File: src/rtl/regfile_param_pkg.sv
// Shared encodings for the parametrised register file and its bulk-clear engine.
package regfile_param_pkg;

   typedef enum logic [1:0] {
      IDLE  = 2'd0,
      CLEAR = 2'd1,
      DONE  = 2'd2
   } clr_state_e;

endpackage

File: src/rtl/regfile_param_clear_fsm.sv
// Bulk-clear sequencer: sweeps every entry to zero, one per clock, and holds off
// external writes until the sweep and its completion cycle are over.
module rf_clear_fsm
   import regfile_param_pkg::*;
#(
   parameter int ADDR_W = 5,
   parameter int DEPTH  = 32
) (
   input  logic              clk,
   input  logic              rst,
   input  logic              clr_req_i,
   output logic              wr_ready_o,
   output logic              clr_busy_o,
   output logic              clr_done_o,
   output logic              clr_stb_o,
   output logic [ADDR_W-1:0] clr_addr_o
);

   localparam logic [ADDR_W-1:0] LAST_ADDR = ADDR_W'(DEPTH - 1);

   clr_state_e        state_q;
   logic [ADDR_W-1:0] ptr_q;
   logic              wr_ready_q;
   logic              busy_q;
   logic              done_q;

   always_ff @(posedge clk or negedge rst) begin
      if (!rst) begin
         state_q    <= IDLE;
         ptr_q      <= '0;
         wr_ready_q <= 1'b1;
         busy_q     <= 1'b0;
         done_q     <= 1'b0;
      end else begin
         case (state_q)
            IDLE: begin
               if (clr_req_i) begin
                  state_q    <= CLEAR;
                  ptr_q      <= '0;
                  wr_ready_q <= 1'b0;
                  busy_q     <= 1'b1;
               end
            end
            CLEAR: begin
               // Terminal compare on DEPTH-1 so non-power-of-2 depths stop on time.
               ptr_q <= ptr_q + 1'b1;
               if (ptr_q == LAST_ADDR) begin
                  state_q <= DONE;
                  done_q  <= 1'b1;
               end
            end
            DONE: begin
               state_q    <= IDLE;
               done_q     <= 1'b0;
               busy_q     <= 1'b0;
               wr_ready_q <= 1'b1;
            end
            default: begin
               state_q    <= IDLE;
               ptr_q      <= '0;
               done_q     <= 1'b0;
               busy_q     <= 1'b0;
               wr_ready_q <= 1'b1;
            end
         endcase
      end
   end

   assign wr_ready_o = wr_ready_q;
   assign clr_busy_o = busy_q;
   assign clr_done_o = done_q;
   assign clr_stb_o  = (state_q == CLEAR);
   assign clr_addr_o = ptr_q;

endmodule

File: src/rtl/regfile_param.sv
// Parametrised two-read / one-write register file with optional hard-wired zero
// entry, write-to-read bypass and a sequential bulk-clear engine.
module regfile_param
   import regfile_param_pkg::*;
#(
   parameter int DATA_W   = 32,
   parameter int ADDR_W   = 5,
   parameter int DEPTH    = 32,
   parameter int ZERO_REG = 1,
   parameter int BYPASS   = 1
) (
   input  logic              clk,
   input  logic              rst,
   input  logic              we,
   input  logic [ADDR_W-1:0] waddr,
   input  logic [DATA_W-1:0] wdata,
   output logic              wr_ready,
   input  logic [ADDR_W-1:0] raddr1,
   output logic [DATA_W-1:0] rdata1,
   input  logic [ADDR_W-1:0] raddr2,
   output logic [DATA_W-1:0] rdata2,
   input  logic              clr_req,
   output logic              clr_busy,
   output logic              clr_done
);

   localparam logic [ADDR_W:0] DEPTH_L = (ADDR_W + 1)'(DEPTH);

   logic [DATA_W-1:0] mem_q [DEPTH];
   logic              clr_stb;
   logic [ADDR_W-1:0] clr_addr;
   logic              waddr_ok;
   logic              wr_commit;

   rf_clear_fsm #(
      .ADDR_W (ADDR_W),
      .DEPTH  (DEPTH)
   ) u_clear_fsm (
      .clk        (clk),
      .rst        (rst),
      .clr_req_i  (clr_req),
      .wr_ready_o (wr_ready),
      .clr_busy_o (clr_busy),
      .clr_done_o (clr_done),
      .clr_stb_o  (clr_stb),
      .clr_addr_o (clr_addr)
   );

   assign waddr_ok  = ({1'b0, waddr} < DEPTH_L) && !((ZERO_REG != 0) && (waddr == '0));
   assign wr_commit = we && wr_ready && waddr_ok;

   always_ff @(posedge clk or negedge rst) begin
      if (!rst) begin
         for (int i = 0; i < DEPTH; i++) begin
            mem_q[i] <= '0;
         end
      end else begin
         for (int i = 0; i < DEPTH; i++) begin
            if (clr_stb && (clr_addr == ADDR_W'(i))) begin
               mem_q[i] <= '0;
            end else if (wr_commit && (waddr == ADDR_W'(i))) begin
               mem_q[i] <= wdata;
            end
         end
      end
   end

   // Out-of-range addresses match no entry and fall through to zero.
   function automatic logic [DATA_W-1:0] read_port(input logic [ADDR_W-1:0] a);
      logic [DATA_W-1:0] v;
      v = '0;
      for (int i = 0; i < DEPTH; i++) begin
         if (a == ADDR_W'(i)) begin
            v = mem_q[i];
         end
      end
      if ((ZERO_REG != 0) && (a == '0)) begin
         v = '0;
      end
      if ((BYPASS != 0) && wr_commit && (a == waddr)) begin
         v = wdata;
      end
      if (!rst) begin
         v = '0;
      end
      return v;
   endfunction

   always_comb begin
      rdata1 = read_port(raddr1);
      rdata2 = read_port(raddr2);
   end

endmodule

File: config.mk
export PLATFORM = sky130hd
export DESIGN_NAME = regfile_param
export DESIGN_NICKNAME = d
export VERILOG_FILES = /design/src/rtl/regfile_param_pkg.sv /design/src/rtl/regfile_param_clear_fsm.sv /design/src/rtl/regfile_param.sv
export SDC_FILE = /design/constraint.sdc
export NUM_CORES = 2
export LEC_CHECK = 0
export BUFFER_PORTS_ARGS = -buffer_cell sky130_fd_sc_hd__buf_2
export CAP_MARGIN = 15
export CORE_MARGIN = 2
export CORE_UTILIZATION = 45
export DETAILED_ROUTE_END_ITERATION = 8
export PLACE_DENSITY = 0.72
export SYNTH_ARGS = -nofsm -noshare
export SYNTH_HDL_FRONTEND = slang
export SYNTH_HIERARCHICAL = 1
export SYNTH_SLANG_ARGS = --single-unit
export TNS_END_PERCENT = 50
File: constraint.sdc
create_clock -name clk -period 2.1 [get_ports clk]
set_input_delay 0.21 -clock clk [delete_from_list [all_inputs] [get_ports clk]]
set_output_delay 0.21 -clock clk [all_outputs]
set_load 0.05 [all_outputs]
==> flow_summary.json, run 1 <==
{
  "hpwl_um": 326500,
  "haltStage": "global routing (5_1_grt)",
  "yosysUniqueCellTypes": 98,
  "clockRootBuffer": "clkbuf_16",
  "synth_area_leaders": "dfrtp_1 (43%), nand2_1 (15%), a21oi_1 (11%)",
  "ys_async_sr_fraction_pct": 100.0,
  "cts-buffers-inserted": 115,
  "grt_use_total_pct": 75.86,
  "seq_area_frac_synth_pct": 43.49,
  "syn_area_um2": 57650,
  "status": "did not finish",
  "synthDominantCellAreaShare_pct": 43.45,
  "die_h_um": 361.9,
  "syn_area_per_cell_um2": 7.850,
  "error_message": "[ERROR GRT-0232] Routing congestion too high. Check the congestion heatmap in the GUI.",
  "clock_sinks": 1002,
  "ys_seq_elements": 1002,
  "synth_largest_area_cell": "dfrtp_1",
  "synth-main-ff-cell": "dfrtp_1",
  "dp_cells": 10230,
  "gp_congestion": 1.238,
  "synthCells": 7344,
  "grt_max_degree": 166,
  "start_util_pct": 45.27,
  "num_rows": 131,
  "synth.net_count": 7397,
  "yosysMostFrequentCell": "nand2_1",
  "synth_commonest_cells": "nand2_1 (2256), a21oi_1 (1263), dfrtp_1 (1001)",
  "die_x_um": 361.9,
  "io_pins": 118,
  "post-place-ws_ns": -2.161,
  "cts_max_level": 3,
  "synth_edf_count": 0,
  "grt_overflow": 3,
  "io_buffers": 117,
  "clockBufferDepth": 3,
  "ys_warn_count": 6
}
stage by stage:
stage,setup TNS (ns),instance area [µm²]
floorplan,-10.40,58670
global placement,-120.80,75660
detailed placement,-126.96,75660
CTS,-96.96,85340
logic make-up after synthesis:
family | share of synthesized area [%]
buffers and inverters | 5.617
adders and majority gates | 0.04340
and+or+nand+nor | 21.65
AOI/OAI and AO/OA | 26.16
xor gates and xnor gates | 0.1823
DFF | 43.49
muxes | 2.854
layer usage:
| metal | track usage [%] | GRT overflow |
|---|---|---|
| met3 | 62.29 | 1 |
| met2 | 88.22 | 0 |
| met4 | 73.29 | 2 |
| met5 | 38.99 | 0 |
| met1 | 78.33 | 0 |
what timing repair did:
action                                  CTS
gates cloned                             35
resized for setup                       788
endpoints found under the setup margin  577
buffers inserted                        145
pin swaps                               279
endpoints found under the hold margin   221
hold buffers                             22
==> inputs of run 2 (changes only) <==
Settings changed: CORE_UTILIZATION 45 to 30, PLACE_DENSITY 0.72 to unset, PLACE_DENSITY_LB_ADDON set to 0.15.
Clock period 2.1 ns to 2.7 ns, I/O delays scaled along.
==> flow_summary.json, run 2 <==
{
  "relSlewSlack_pct": 31.74,
  "peakVddDrop_mv": 0.6083,
  "cts-buffers-inserted": 131,
  "critical_path_required_ns": 2.43,
  "synth_commonest_cells": "nand2_1 (2256), a21oi_1 (1263), dfrtp_1 (1001)",
  "p_total_mw": 54.64,
  "clk_latency_ns": 0.83,
  "fill_cells": 19050,
  "grt_use_total_pct": 52.77,
  "pwr-share-comb_pct": 26.8,
  "drtIter0Drc": 13440,
  "ys_warn_count": 6,
  "clockBufferDepth": 3,
  "switchingPower_mw": 21.09,
  "drive_above_1_share_pct": 30.11,
  "seq_area_frac_synth_pct": 43.49,
  "sequentialPowerShare_pct": 38.5,
  "worstMarginPinSlew_ns": 1.024,
  "end_kind": "primary output",
  "start_util_pct": 30.25,
  "rsz0062_at_grt": "true",
  "p_sw_share_pct": 38.60,
  "wl_per_cell_um": 47.53,
  "cts_max_level": 4,
  "clock_sinks": 1002,
  "cts_tree": "yes",
  "largest-register": "mem_q",
  "vias": 75120,
  "place_area_um2": 74960,
  "ys_async_sr_fraction_pct": 100.0,
  "ys_seq_elements": 1002,
  "fin_crit_ns": 3.851,
  "syn_area_um2": 57650,
  "yosysUniqueCellTypes": 98,
  "area_growth_pct": 44.23,
  "status": "finished with violations",
  "grt_overflow": 0,
  "synthDominantCellAreaShare_pct": 43.45,
  "dr_wl_met2_um": 206100,
  "first_pass_iters": 9,
  "grt_pass1_vias": 68870,
  "synth_largest_area_cell": "dfrtp_1",
  "num_rows": 160,
  "routed-wl-met3_um": 76710,
  "p_per_area_nw_per_um2": 657.1,
  "clock.fmax_mhz": 259.6,
  "fin_area_um2": 83150,
  "num-nets-final": 8632,
  "vias_per_cell": 6.699,
  "final_cell_mix": "nand2_1 (2218), buf_4 (1369), a21oi_1 (1220)",
  "hp-class": "input pin to flip-flop",
  "setup_viol": 64,
  "worstPathMaxFanout": 10,
  "io_buffers": 117,
  "maxSlewViolCount": 0,
  "cell_internal_pwr_mw": 33.55,
  "yosysMostFrequentCell": "nand2_1",
  "synth_edf_count": 0,
  "die_h_um": 442.4,
  "instances_no_fill": 11210,
  "clk_pin_slew_ns": 0.06,
  "cp.arrival_ns": 3.58,
  "totalWireLength_um": 533000,
  "violations": "DRC, setup timing",
  "grt_pass1_wl_um": 691400,
  "drv_cap": 0,
  "die_x_um": 442.4,
  "leakage_nw": 35.45,
  "utilization_pct": 43.63,
  "finalClockSkew_ns": 0.01995,
  "synth-main-ff-cell": "dfrtp_1",
  "gp_congestion": 1.109,
  "io_pins": 118,
  "dieArea_um2": 195700,
  "clockRootBuffer": "clkbuf_16",
  "worst_slack_ns": -1.151,
  "dp_cells": 10880,
  "drtAntennaViolNets": 0,
  "synth_area_leaders": "dfrtp_1 (43%), nand2_1 (15%), a21oi_1 (11%)",
  "hpwl_um": 393100,
  "drc": 21,
  "coreArea_um2": 190600,
  "grt_max_degree": 149,
  "syn_area_per_cell_um2": 7.850,
  "synth.net_count": 7397,
  "routed.top_layer": "met5",
  "mostFrequentLayoutCell": "nand2_1",
  "cp-start-kind": "input pin",
  "pwr-share-clk_pct": 34.7,
  "path_class": "input pin to primary output",
  "fin_crit_sh_pct": 142.6,
  "largest_reg_flops": 992,
  "drt-met1-wl_um": 201200,
  "finalHoldViolations": 0,
  "antenna_found_initial": 57,
  "synthCells": 7344
}
run 2: cell counts after synthesis:
No cell type changed its count.
run 2: worst max-delay path, stage by stage:
cell and delay, ns:
buf_6 0.21, buf_4 0.25, inv_2 0.08, buf_4 0.18
nor3_2 0.45, buf_4 0.30, buf_4 0.22, a22oi_1 0.08
and3_1 0.34, o211ai_1 0.49, a21oi_2 0.12, buf_4 0.19
o21ai_4 0.18, buf_12 0.15
run 2: stage by stage:
stage	hold WS [ns]	worst slack (ns)	setup TNS (ns)
after global routing	0.05001	-1.026	-45.60
after CTS	0.006388	-1.037	-41.76
after global placement	0.4663	-2.217	-58.26
final	0.07240	-1.151	-46.06
after floorplan	-0.02559	-0.2565	-1.315
after detailed placement	0.4716	-1.585	-57.09
run 2: power by group through the flow:
stage | clock (mW) | combinational [mW] | sequential (mW)
2_1_floorplan | 0 | 5.20 | 18.9
3_3_place_gp | 0 | 13.0 | 21.0
3_5_place_dp | 0 | 13.1 | 20.9
4_1_cts | 18.9 | 13.8 | 20.7
5_1_grt | 19.5 | 14.8 | 21.0
6_report | 18.9 | 14.6 | 21.1
run 2: worst paths after layout:
kind / endpoint / from / slack (ns) / cells after the start
hold / removal: mem_q[837] / wdata[5] / 0.07 / 4
max in group asynchronous: mem_q[323] / rst / 0.45 / 5
hold reg to reg: u_clear_fsm/state_q[0] / u_clear_fsm/state_q[1] / 0.52 / 1
setup / recovery: rdata2[18] / raddr2[0] / -1.15 / 14
min in group asynchronous: mem_q[862] / rst / 0.35 / 4
setup reg to reg: mem_q[793] / u_clear_fsm/wr_ready_o / 0.04 / 12
run 2: kinds of logic (layout without fill, tap and decap cells):
logic type	Yosys count	count (layout)	share of synthesized area, %
buffers and inverters	744	2079	5.617
other	0	24	0
AO/OA/AOI/OAI	2442	2442	26.16
adder cells (fa/ha/maj)	2	2	0.04340
AND/OR/NAND/NOR	3000	3000	21.65
multiplexers	142	142	2.854
XOR/XNOR	12	12	0.1823
flip-flops	1002	1002	43.49
run 2: area by class of cell:
class | count | area, µm² | area share [%]
diodes | 24 | 60.06 | 0.07223
clock buffers | 182 | 3744 | 4.502
clock inverters | 51 | 708.2 | 0.8517
inverters | 21 | 83.83 | 0.1008
multi-input cells | 5598 | 32530 | 39.12
flip-flops and latches | 1002 | 25120 | 30.21
well taps | 2511 | 3142 | 3.778
repair buffers | 1825 | 17770 | 21.37
run 2: timing repair:
| item | CTS | global route |
|---|---|---|
| cloned | 2 | 0 |
| hold buffers | 24 | 0 |
| hold endpoints to repair | 579 | 0 |
| endpoints found under the setup margin | 64 | 64 |
| pin swaps | 154 | 82 |
| setup buffers | 69 | 24 |
| gates resized for setup | 524 | 166 |
run 2: metal layers:
layer / up-vias / global-route usage, %
met5: - / 0.5617
met4: 42 / 37.49
met3: 1974 / 21.86
met2: 6948 / 71.48
met1: 37740 / 67.00
li1: 28410 / -
Note: power is estimated with default switching activity, not from simulation.
